File: config.mk
export PLATFORM = sky130hd
export DESIGN_NAME = if_fetch_stage
export DESIGN_NICKNAME = d
export VERILOG_FILES = /design/src/rtl/if_pkg.sv /design/src/rtl/fetch_queue.sv /design/src/rtl/if_fetch_stage.sv
export SDC_FILE = /design/constraint.sdc
export NUM_CORES = 1
export LEC_CHECK = 0
export ABC_AREA = 1
export ABC_CLOCK_PERIOD_IN_PS = 8300
export BUFFER_PORTS_ARGS = -buffer_cell sky130_fd_sc_hd__buf_2
export CAP_MARGIN = 0
export CORE_ASPECT_RATIO = 0.8
export CORE_MARGIN = 5
export CORE_UTILIZATION = 25
export CTS_CLUSTER_DIAMETER = 150
export DETAILED_ROUTE_END_ITERATION = 8
export PLACE_DENSITY = 0.48
export SETUP_SLACK_MARGIN = 0.05
export SLEW_MARGIN = 5
export SYNTH_ARGS = -nofsm -noshare
export SYNTH_HDL_FRONTEND = slang
export SYNTH_SLANG_ARGS = --single-unit
File: constraint.sdc
create_clock -name clk_i -period 8.3 [get_ports clk_i]
set_input_delay 0.415 -clock clk_i [delete_from_list [all_inputs] [get_ports clk_i]]
set_output_delay 0.415 -clock clk_i [all_outputs]
set_load 0.05 [all_outputs]
File: src/rtl/if_pkg.sv
// Shared types for the instruction-fetch stage: FSM states, NOP encoding
// and the prefetch queue entry layout.
package if_pkg;

    typedef enum logic [1:0] {
        IDLE  = 2'd0,
        FETCH = 2'd1,
        FULL  = 2'd2,
        DRAIN = 2'd3
    } fetch_state_e;

    localparam logic [31:0] INSTR_NOP = 32'h0000_0013;

    typedef struct packed {
        logic [31:0] pc;
        logic [31:0] instr;
    } fq_entry_t;

endpackage

File: src/rtl/fetch_queue.sv
// DEPTH-entry synchronous FIFO holding fetched {pc, instr} pairs.
// Flush wins over push; a push into a full queue is rejected and flagged.
module fetch_queue
    import if_pkg::*;
#(
    parameter int DEPTH = 2,
    localparam int AW = $clog2(DEPTH),
    localparam int CW = AW + 1
) (
    input  logic          clk_i,
    input  logic          rst_i,
    input  logic          push_i,
    input  fq_entry_t     entry_i,
    input  logic          pop_i,
    input  logic          flush_i,
    output logic          full_o,
    output logic          empty_o,
    output logic [CW-1:0] count_o,
    output fq_entry_t     head_o
);

    fq_entry_t     mem_q [DEPTH];
    logic [AW-1:0] wr_ptr_q, wr_ptr_d;
    logic [AW-1:0] rd_ptr_q, rd_ptr_d;
    logic [CW-1:0] count_q, count_d;
    logic          do_push;
    logic          do_pop;

    assign full_o  = (count_q == CW'(DEPTH));
    assign empty_o = (count_q == '0);
    assign count_o = count_q;
    assign head_o  = mem_q[rd_ptr_q];

    assign do_push = push_i && !full_o;
    assign do_pop  = pop_i && !empty_o;

    always_comb begin
        wr_ptr_d = wr_ptr_q;
        rd_ptr_d = rd_ptr_q;
        count_d  = count_q;
        if (flush_i) begin
            wr_ptr_d = '0;
            rd_ptr_d = '0;
            count_d  = '0;
        end else begin
            if (do_push) wr_ptr_d = wr_ptr_q + AW'(1);
            if (do_pop)  rd_ptr_d = rd_ptr_q + AW'(1);
            count_d = count_q + CW'(do_push) - CW'(do_pop);
        end
    end

    always_ff @(posedge clk_i) begin
        if (rst_i) begin
            wr_ptr_q <= '0;
            rd_ptr_q <= '0;
            count_q  <= '0;
        end else begin
            wr_ptr_q <= wr_ptr_d;
            rd_ptr_q <= rd_ptr_d;
            count_q  <= count_d;
        end
    end

    // Storage carries no reset; the pointers alone define which slots are live.
    always_ff @(posedge clk_i) begin
        if (do_push) mem_q[wr_ptr_q] <= entry_i;
    end

    always_ff @(posedge clk_i) begin
        if (!rst_i && !flush_i) begin
            assert (!(push_i && full_o))
            else $error("fetch_queue: push into full queue");
        end
    end

endmodule

File: src/rtl/if_fetch_stage.sv
// Instruction-fetch stage: owns the PC, keeps one request outstanding to
// instruction memory and feeds ID from a small prefetch queue.
module if_fetch_stage
    import if_pkg::*;
#(
    parameter logic [31:0] RESET_PC = 32'h0000_0000,
    parameter int          DEPTH    = 2
) (
    input  logic        clk_i,
    input  logic        rst_i,
    output logic        imem_req_o,
    output logic [31:0] imem_addr_o,
    input  logic        imem_ack_i,
    input  logic [31:0] imem_rdata_i,
    output logic        id_valid_o,
    output logic [31:0] id_instr_o,
    output logic [31:0] id_pc_o,
    output logic [31:0] id_pc_plus4_o,
    input  logic        id_ready_i,
    input  logic        redirect_i,
    input  logic [31:0] redirect_pc_i
);

    localparam int CW = $clog2(DEPTH) + 1;

    fetch_state_e  state_q, state_d;
    logic [31:0]   pc_q, pc_d;
    logic [31:0]   drain_addr_q, drain_addr_d;
    logic [31:0]   redirect_tgt;
    logic          q_push, q_pop, q_flush, q_full, q_empty;
    logic [CW-1:0] q_count, count_after;
    fq_entry_t     q_head, q_entry;

    assign redirect_tgt = redirect_pc_i & 32'hFFFF_FFFC;
    assign q_entry      = '{pc: pc_q, instr: imem_rdata_i};
    assign q_pop        = id_valid_o && id_ready_i;

    fetch_queue #(
        .DEPTH (DEPTH)
    ) u_queue (
        .clk_i   (clk_i),
        .rst_i   (rst_i),
        .push_i  (q_push),
        .entry_i (q_entry),
        .pop_i   (q_pop),
        .flush_i (q_flush),
        .full_o  (q_full),
        .empty_o (q_empty),
        .count_o (q_count),
        .head_o  (q_head)
    );

    always_comb begin
        state_d      = state_q;
        pc_d         = pc_q;
        drain_addr_d = drain_addr_q;
        q_push       = 1'b0;
        q_flush      = 1'b0;
        imem_req_o   = 1'b0;
        imem_addr_o  = pc_q;
        count_after  = q_count + CW'(1) - CW'(q_pop);
        case (state_q)
            IDLE: begin
                state_d = FETCH;
            end
            FETCH: begin
                imem_req_o = 1'b1;
                if (redirect_i) begin
                    q_flush = 1'b1;
                    pc_d    = redirect_tgt;
                    // Without an ack the old request is still in flight and must be drained.
                    if (!imem_ack_i) begin
                        state_d      = DRAIN;
                        drain_addr_d = pc_q;
                    end
                end else if (imem_ack_i) begin
                    q_push = 1'b1;
                    pc_d   = pc_q + 32'd4;
                    if (count_after >= CW'(DEPTH)) state_d = FULL;
                end
            end
            FULL: begin
                if (redirect_i) begin
                    q_flush = 1'b1;
                    pc_d    = redirect_tgt;
                    state_d = FETCH;
                end else if (q_pop || !q_full) begin
                    state_d = FETCH;
                end
            end
            DRAIN: begin
                imem_req_o  = 1'b1;
                imem_addr_o = drain_addr_q;
                if (redirect_i) begin
                    q_flush = 1'b1;
                    pc_d    = redirect_tgt;
                end
                if (imem_ack_i) state_d = FETCH;
            end
            default: begin
                state_d = IDLE;
            end
        endcase
    end

    always_ff @(posedge clk_i) begin
        if (rst_i) begin
            state_q <= IDLE;
            pc_q    <= RESET_PC;
        end else begin
            state_q <= state_d;
            pc_q    <= pc_d;
        end
    end

    always_ff @(posedge clk_i) begin
        drain_addr_q <= drain_addr_d;
    end

    assign id_valid_o    = !q_empty;
    assign id_instr_o    = q_empty ? INSTR_NOP : q_head.instr;
    assign id_pc_o       = q_empty ? 32'h0000_0000 : q_head.pc;
    assign id_pc_plus4_o = id_pc_o + 32'd4;

endmodule

After elaboration in Yosys (flattened, before gate mapping) --
Memory sizes are Yosys's and may differ from the RTL's. A register that Yosys moved wholly into a read port is not among the register bits. Cells that the tools add are included.
Word-level totals: flip-flop bits (word level) 70, bits in writable memories 128, word-level logic and storage cells 68, memories kept 1
Memories:
- u_queue.mem_q | depth 2, bits a word 64, rd ports 1, clocked after memory_dff 1, write ports 1, RTL line fetch_queue.sv:22 | fq_entry_t mem_q [DEPTH];
Operators by class: add/subtract/negate cells 8, $lt $le $gt $ge 1, equality and inequality tests 10, muxes and demuxes 25, bitwise gates (word level) 1, reduce and logical (&&, ||, !) cells 16
Operators by type and width (count):
- 32-bit two-way mux | 6
- 32-bit by 3-bit adder with 32-bit output (second input constant) | 2
- 32-bit one-hot mux with 2 select lines | 1
- 2-bit two-way mux | 7
- 3-bit inequality test (second input constant) | 4
- 1-bit two-way mux | 10
- 2-bit one-hot mux with 4 select lines | 1
- 2-bit == test (second input constant) | 3
- 3-bit AND reduction | 2
- 2-bit OR reduction | 3
- 5-bit AND reduction | 1
- 2-bit zero test | 2
- 2-bit by 1-bit subtractor with 2-bit output | 2
- 1-bit logical AND | 3
- 3-bit OR reduction | 1
- 1-bit adder (second input constant) | 2
- 2-bit by 1-bit adder with 2-bit output | 1
- 2-bit by 1-bit adder with 2-bit output (second input constant) | 1
- 2-bit by 1-bit == test with 1-bit output (second input constant) | 1
- 2-bit greater-or-equal comparator (second input constant) | 1
- 1-bit zero test | 2
- 2-bit by 1-bit inequality test with 1-bit output (second input constant) | 1
- 2-bit inequality test (second input constant) | 1
- 2-bit nonzero test | 1
- other kinds (2) | 2

Logic depth before layout (Yosys ltp) --
word-level depth 9, gate-level depth with buffers 14

Cells and area by module --
Synthesis repeated with hierarchy kept, for this count alone.
Second synthesis, totals: cells, all modules 1068, area, all modules 10233.6 um^2
By module, submodules not included:
- fetch_queue | instances 1, cells an instance 237, area an instance 5172.5 um^2, seq. area each 3943.8 um^2
- if_fetch_stage | instances 1, cells an instance 831, area an instance 5061.1 um^2, seq. area each 1541.5 um^2

Worst setup path after synthesis --
No wires, ideal clock.
path kind input to register, start point input redirect_i, end point memory u_queue.mem_q[1][0] (netlist bit), enable pin, setup time 0.484 ns, arrival 3.460 ns, data required time 7.816 ns, slack 4.356 ns, stages 5, cell sequence inv_1 nand2_1 nor2_1 nand3_1 nor2_1
Between the ends: cells in the longest elaborated chain, start to end 5
RTL lines:
- start: declaration | RTL line if_fetch_stage.sv:20 | input logic redirect_i,
- 1-bit two-way mux | RTL line if_fetch_stage.sv:68 | if (redirect_i) begin
- 1-bit two-way mux | RTL line if_fetch_stage.sv:62 | case (state_q)
- 1-bit logical AND | RTL line fetch_queue.sv:34 | assign do_push = push_i && !full_o;
- 1-bit two-way mux | RTL line fetch_queue.sv:66 | if (do_push) mem_q[wr_ptr_q] <= entry_i;
- 1-bit two-way mux (implied by the code) | RTL line fetch_queue.sv:66
- end: declaration | RTL line fetch_queue.sv:22
Every way passes these cells.

==> summary.txt <==
GRT
  • Pin count of the biggest net entering global routing: 64
  • Via count of the first global-routing pass: just under 8000
  • Initial antenna violation count: 0
  • Global-route usage over all layers: 14.1%
  • Total grt overflow: 0
  • First-pass GRT wire length: around 46000 µm

Routing
  • WL/cell: between 15 and 20 µm
  • DRC viols: 0
  • Via-to-Cell Ratio: 4.43
  • Via Count: between 8000 and 9000
  • DRT Pass-1 Iters: 5
  • DRT antenna net count: 0
  • Post-Route WL: ~31000 µm
  • First-iteration detailed-routing DRC count: slightly below 600

Die
  • Core ar.: roughly 0.038 mm²
  • Row cnt: 64
  • Starting Density: 25.3%
  • Die footprint: about 0.043 mm²
  • Die height: 186 µm
  • Io pins: 199
  • Die Width: between 200 and 250 µm

Synth
  • Synth Register Bits: 191
  • Post-Syn Area: a little under 0.01 mm²
  • Number of enable flip-flop cells after synthesis: roughly 150
  • Post-synthesis simple-gate area fraction: 29.0%
  • Post-synthesis xor/xnor area fraction: approximately 1.5%
  • YS warnings: 0
  • Synthesized instance count: roughly 1200
  • Asr flop ratio synth: 0%
  • Main flop type after synthesis: edfxtp_1
  • Count leader, synth: nand2_1
  • Largest family of logic cells by synthesized area: simple AND/OR/NAND/NOR gates
  • Synth Area in Adders: less than 1%
  • Cell taking the most area after synthesis: edfxtp_1
  • Mux contribution to synthesized area: 0%
  • Synth Area in Compound Gates: 6.25%
  • Syn avg cell area: slightly above 8 µm²
  • Synth top area share: 47.9%
  • Synth cell types: 35
  • Commonest cells post-synth: 440 x nand2_1, 154 x edfxtp_1, 134 x nor2_1
  • Register area share after synthesis: between 50 and 60%
  • Top post-synthesis cells by area: edfxtp_1 48%, nand2_1 17%, dfxtp_1 7.7%

CTS
  • CTS tree: yes
  • Clock Path Buffers: 2
  • Number of post-CTS setup repair buffers: 0
  • Cts hold-fix bufs: 0
  • CTS Root Cell: clkbuf_16
  • CTS resizes: 0
  • CTS Buf Count: 17
  • Clk_lat worst skew: about 0.44 ns
  • H-tree Lvls: 4
  • CTS Sinks: roughly 190
  • Clock-pin slew on the worst setup and hold paths: about 0.07 ns

Flow run
  • Max-capacitance violation count: 0

STA
  • Tmin final: roughly 3.5 ns
  • Final hold vios: 0
  • Fin. max-slew vios: 0
  • Max Clock Skew: roughly 0.015 ns
  • Worst-margin pin slew: 0.928 ns
  • FMAX: roughly 0.29 GHz
  • RSZ-0062 raised after global routing: no
  • Hold WS: between 0.15 and 0.2 ns
  • Total negative slack: 0 ns
  • # setup viols final: 0
  • Period Utilization, post-route: about two fifths
  • Max-slew headroom at the worst pin: roughly two fifths

Pwr
  • Leak: around 5 nW
  • PwrDens: 260 mW/mm²
  • VDD IR max: around 110 µV

Worst setup path
  • Worst endpoint required time: between 7 and 8 ns
  • Crit end category: output port
  • Crit path launch type: register
  • WS Path Type: reg -> out
  • Delay of the slowest cell on the worst path: around 0.61 ns
  • CP delay by family, top: buffers and inverters
  • CP Cell Sequence: buf_4 > nor2_1 > nor2_1 > o21ai_2 > inv_2 > ha_1 > nand2_2 > nor2_2 > nand2_1 > xor2_1 > buf_2
  • Buf+Inv Stages, Crit Path: 3
  • Critical Path Fanout Max: 63
  • Critical Path AT: between 3 and 4 ns
  • CP max stage cell: buf_4
  • Most numerous cell on the critical path: nor2_1

Finish
  • Filler cells: 4107
  • Ant. Diodes: 0
  • Synth-to-Final Area Change: 21.0%
  • Layout cells sized above 1: 20.0%
  • Nets: approximately 1400

Placed design
  • Post-DP HPWL: approximately 22000 µm
  • I/O Buffers: between 150 and 200
  • Routability cong.: about 0.86

Run status
  • Status: completed

Worst hold path
  • Hold Path Class: in -> reg
-- metal layers --
metal	up-vias	routed length, µm	track usage (%)
met5	-	0	0
met3	22	1880	3.26
met2	251	12800	20.4
li1	4145	-	-
met4	0	488	3.70
met1	3817	15500	21.1
-- final timing paths --
check,startpoint,to,slack (ns),cells after the start
worst min-delay path,imem_rdata_i[17],u_queue.mem_q[0][17],0.16,1
worst max register to register,state_q[1],u_queue.mem_q[1][48],5.41,6
worst max-delay path,register,id_pc_plus4_o[18],4.84,11
worst min register to register,u_queue.rd_ptr_q,u_queue.rd_ptr_q,0.49,2
-- cell families (layout without fill, tap and decap cells) --
| logic type | Yosys count | count (layout) |
|---|---|---|
| AOI/OAI and AO/OA | 116 | 116 |
| xor gates and xnor gates | 17 | 17 |
| adders and majority gates | 5 | 5 |
| buffers and inverters | 153 | 335 |
| DFF | 191 | 191 |
| other | 1 | 6 |
| and+or+nand+nor | 692 | 692 |
-- area by class of cell --
class                           count  area [µm²]  area share [%]
Tap cell                          495         619            5.30
Inverter                          106         405            3.47
Clock buffer                       17         425            3.64
Timing Repair Buffer              198        1010            8.66
Sequential cell                   191        5370            46.0
Clock inverter                     14         185            1.59
Multi-Input combinational cell    836        3660            31.4
-- cell usage in the layout, fill, tap and decap left out, types with 2 or more instances in the layout --
master and instances:
buf_4 8, or2_2 4, dfxtp_1 36, nand3_1 74, a31oi_1 2, nor2_4 4, clkinv_1 2, xor2_1 15
inv_6 3, edfxtp_1 154, a221oi_1 2, inv_8 2, nor3_1 4, inv_2 11, o21ai_0 44, bufinv_16 3
ha_1 5, nor2_1 131, nand2_1 440, clkbuf_16 17, xnor2_1 2, nand4_1 12, inv_1 92, clkinv_4 2
nand2_2 7, nor2_2 13, clkinv_2 2, conb_1 6, a21oi_1 64, buf_2 190
-- sequential cells by signal (all words and copies together) (netlist names), named ones only --
signal,flops
pc_q,30
state_q,2
drain_addr_q,30
u_queue.rd_ptr_q,1
u_queue.count_o,2
u_queue.mem_q,124
u_queue.wr_ptr_q,1
-- metrics by stage --
stage                     instances  utilization [%]  cell area [µm²]  worst slack, ns  total power, W
after floorplan                1180                -             9670             4.36         0.00192
after global placement         1826             29.0            11100             5.22         0.00220
after detailed placement       1826             29.0            11100             5.20         0.00221
after CTS                      1857             30.6            11700             4.73         0.00307
after global routing           1857             30.6            11700             4.52         0.00320
final                          1857             30.6            11700             4.84         0.00303
-- power by group --
part           internal [W]  total (W)  leakage [nW]  switching, W
logic              0.000198   0.000983          2.90      0.000786
registers           0.00111    0.00119          1.72     0.0000780
clock network      0.000480   0.000859         0.298      0.000378
No activity file was read; power rests on OpenSTA's default activity.
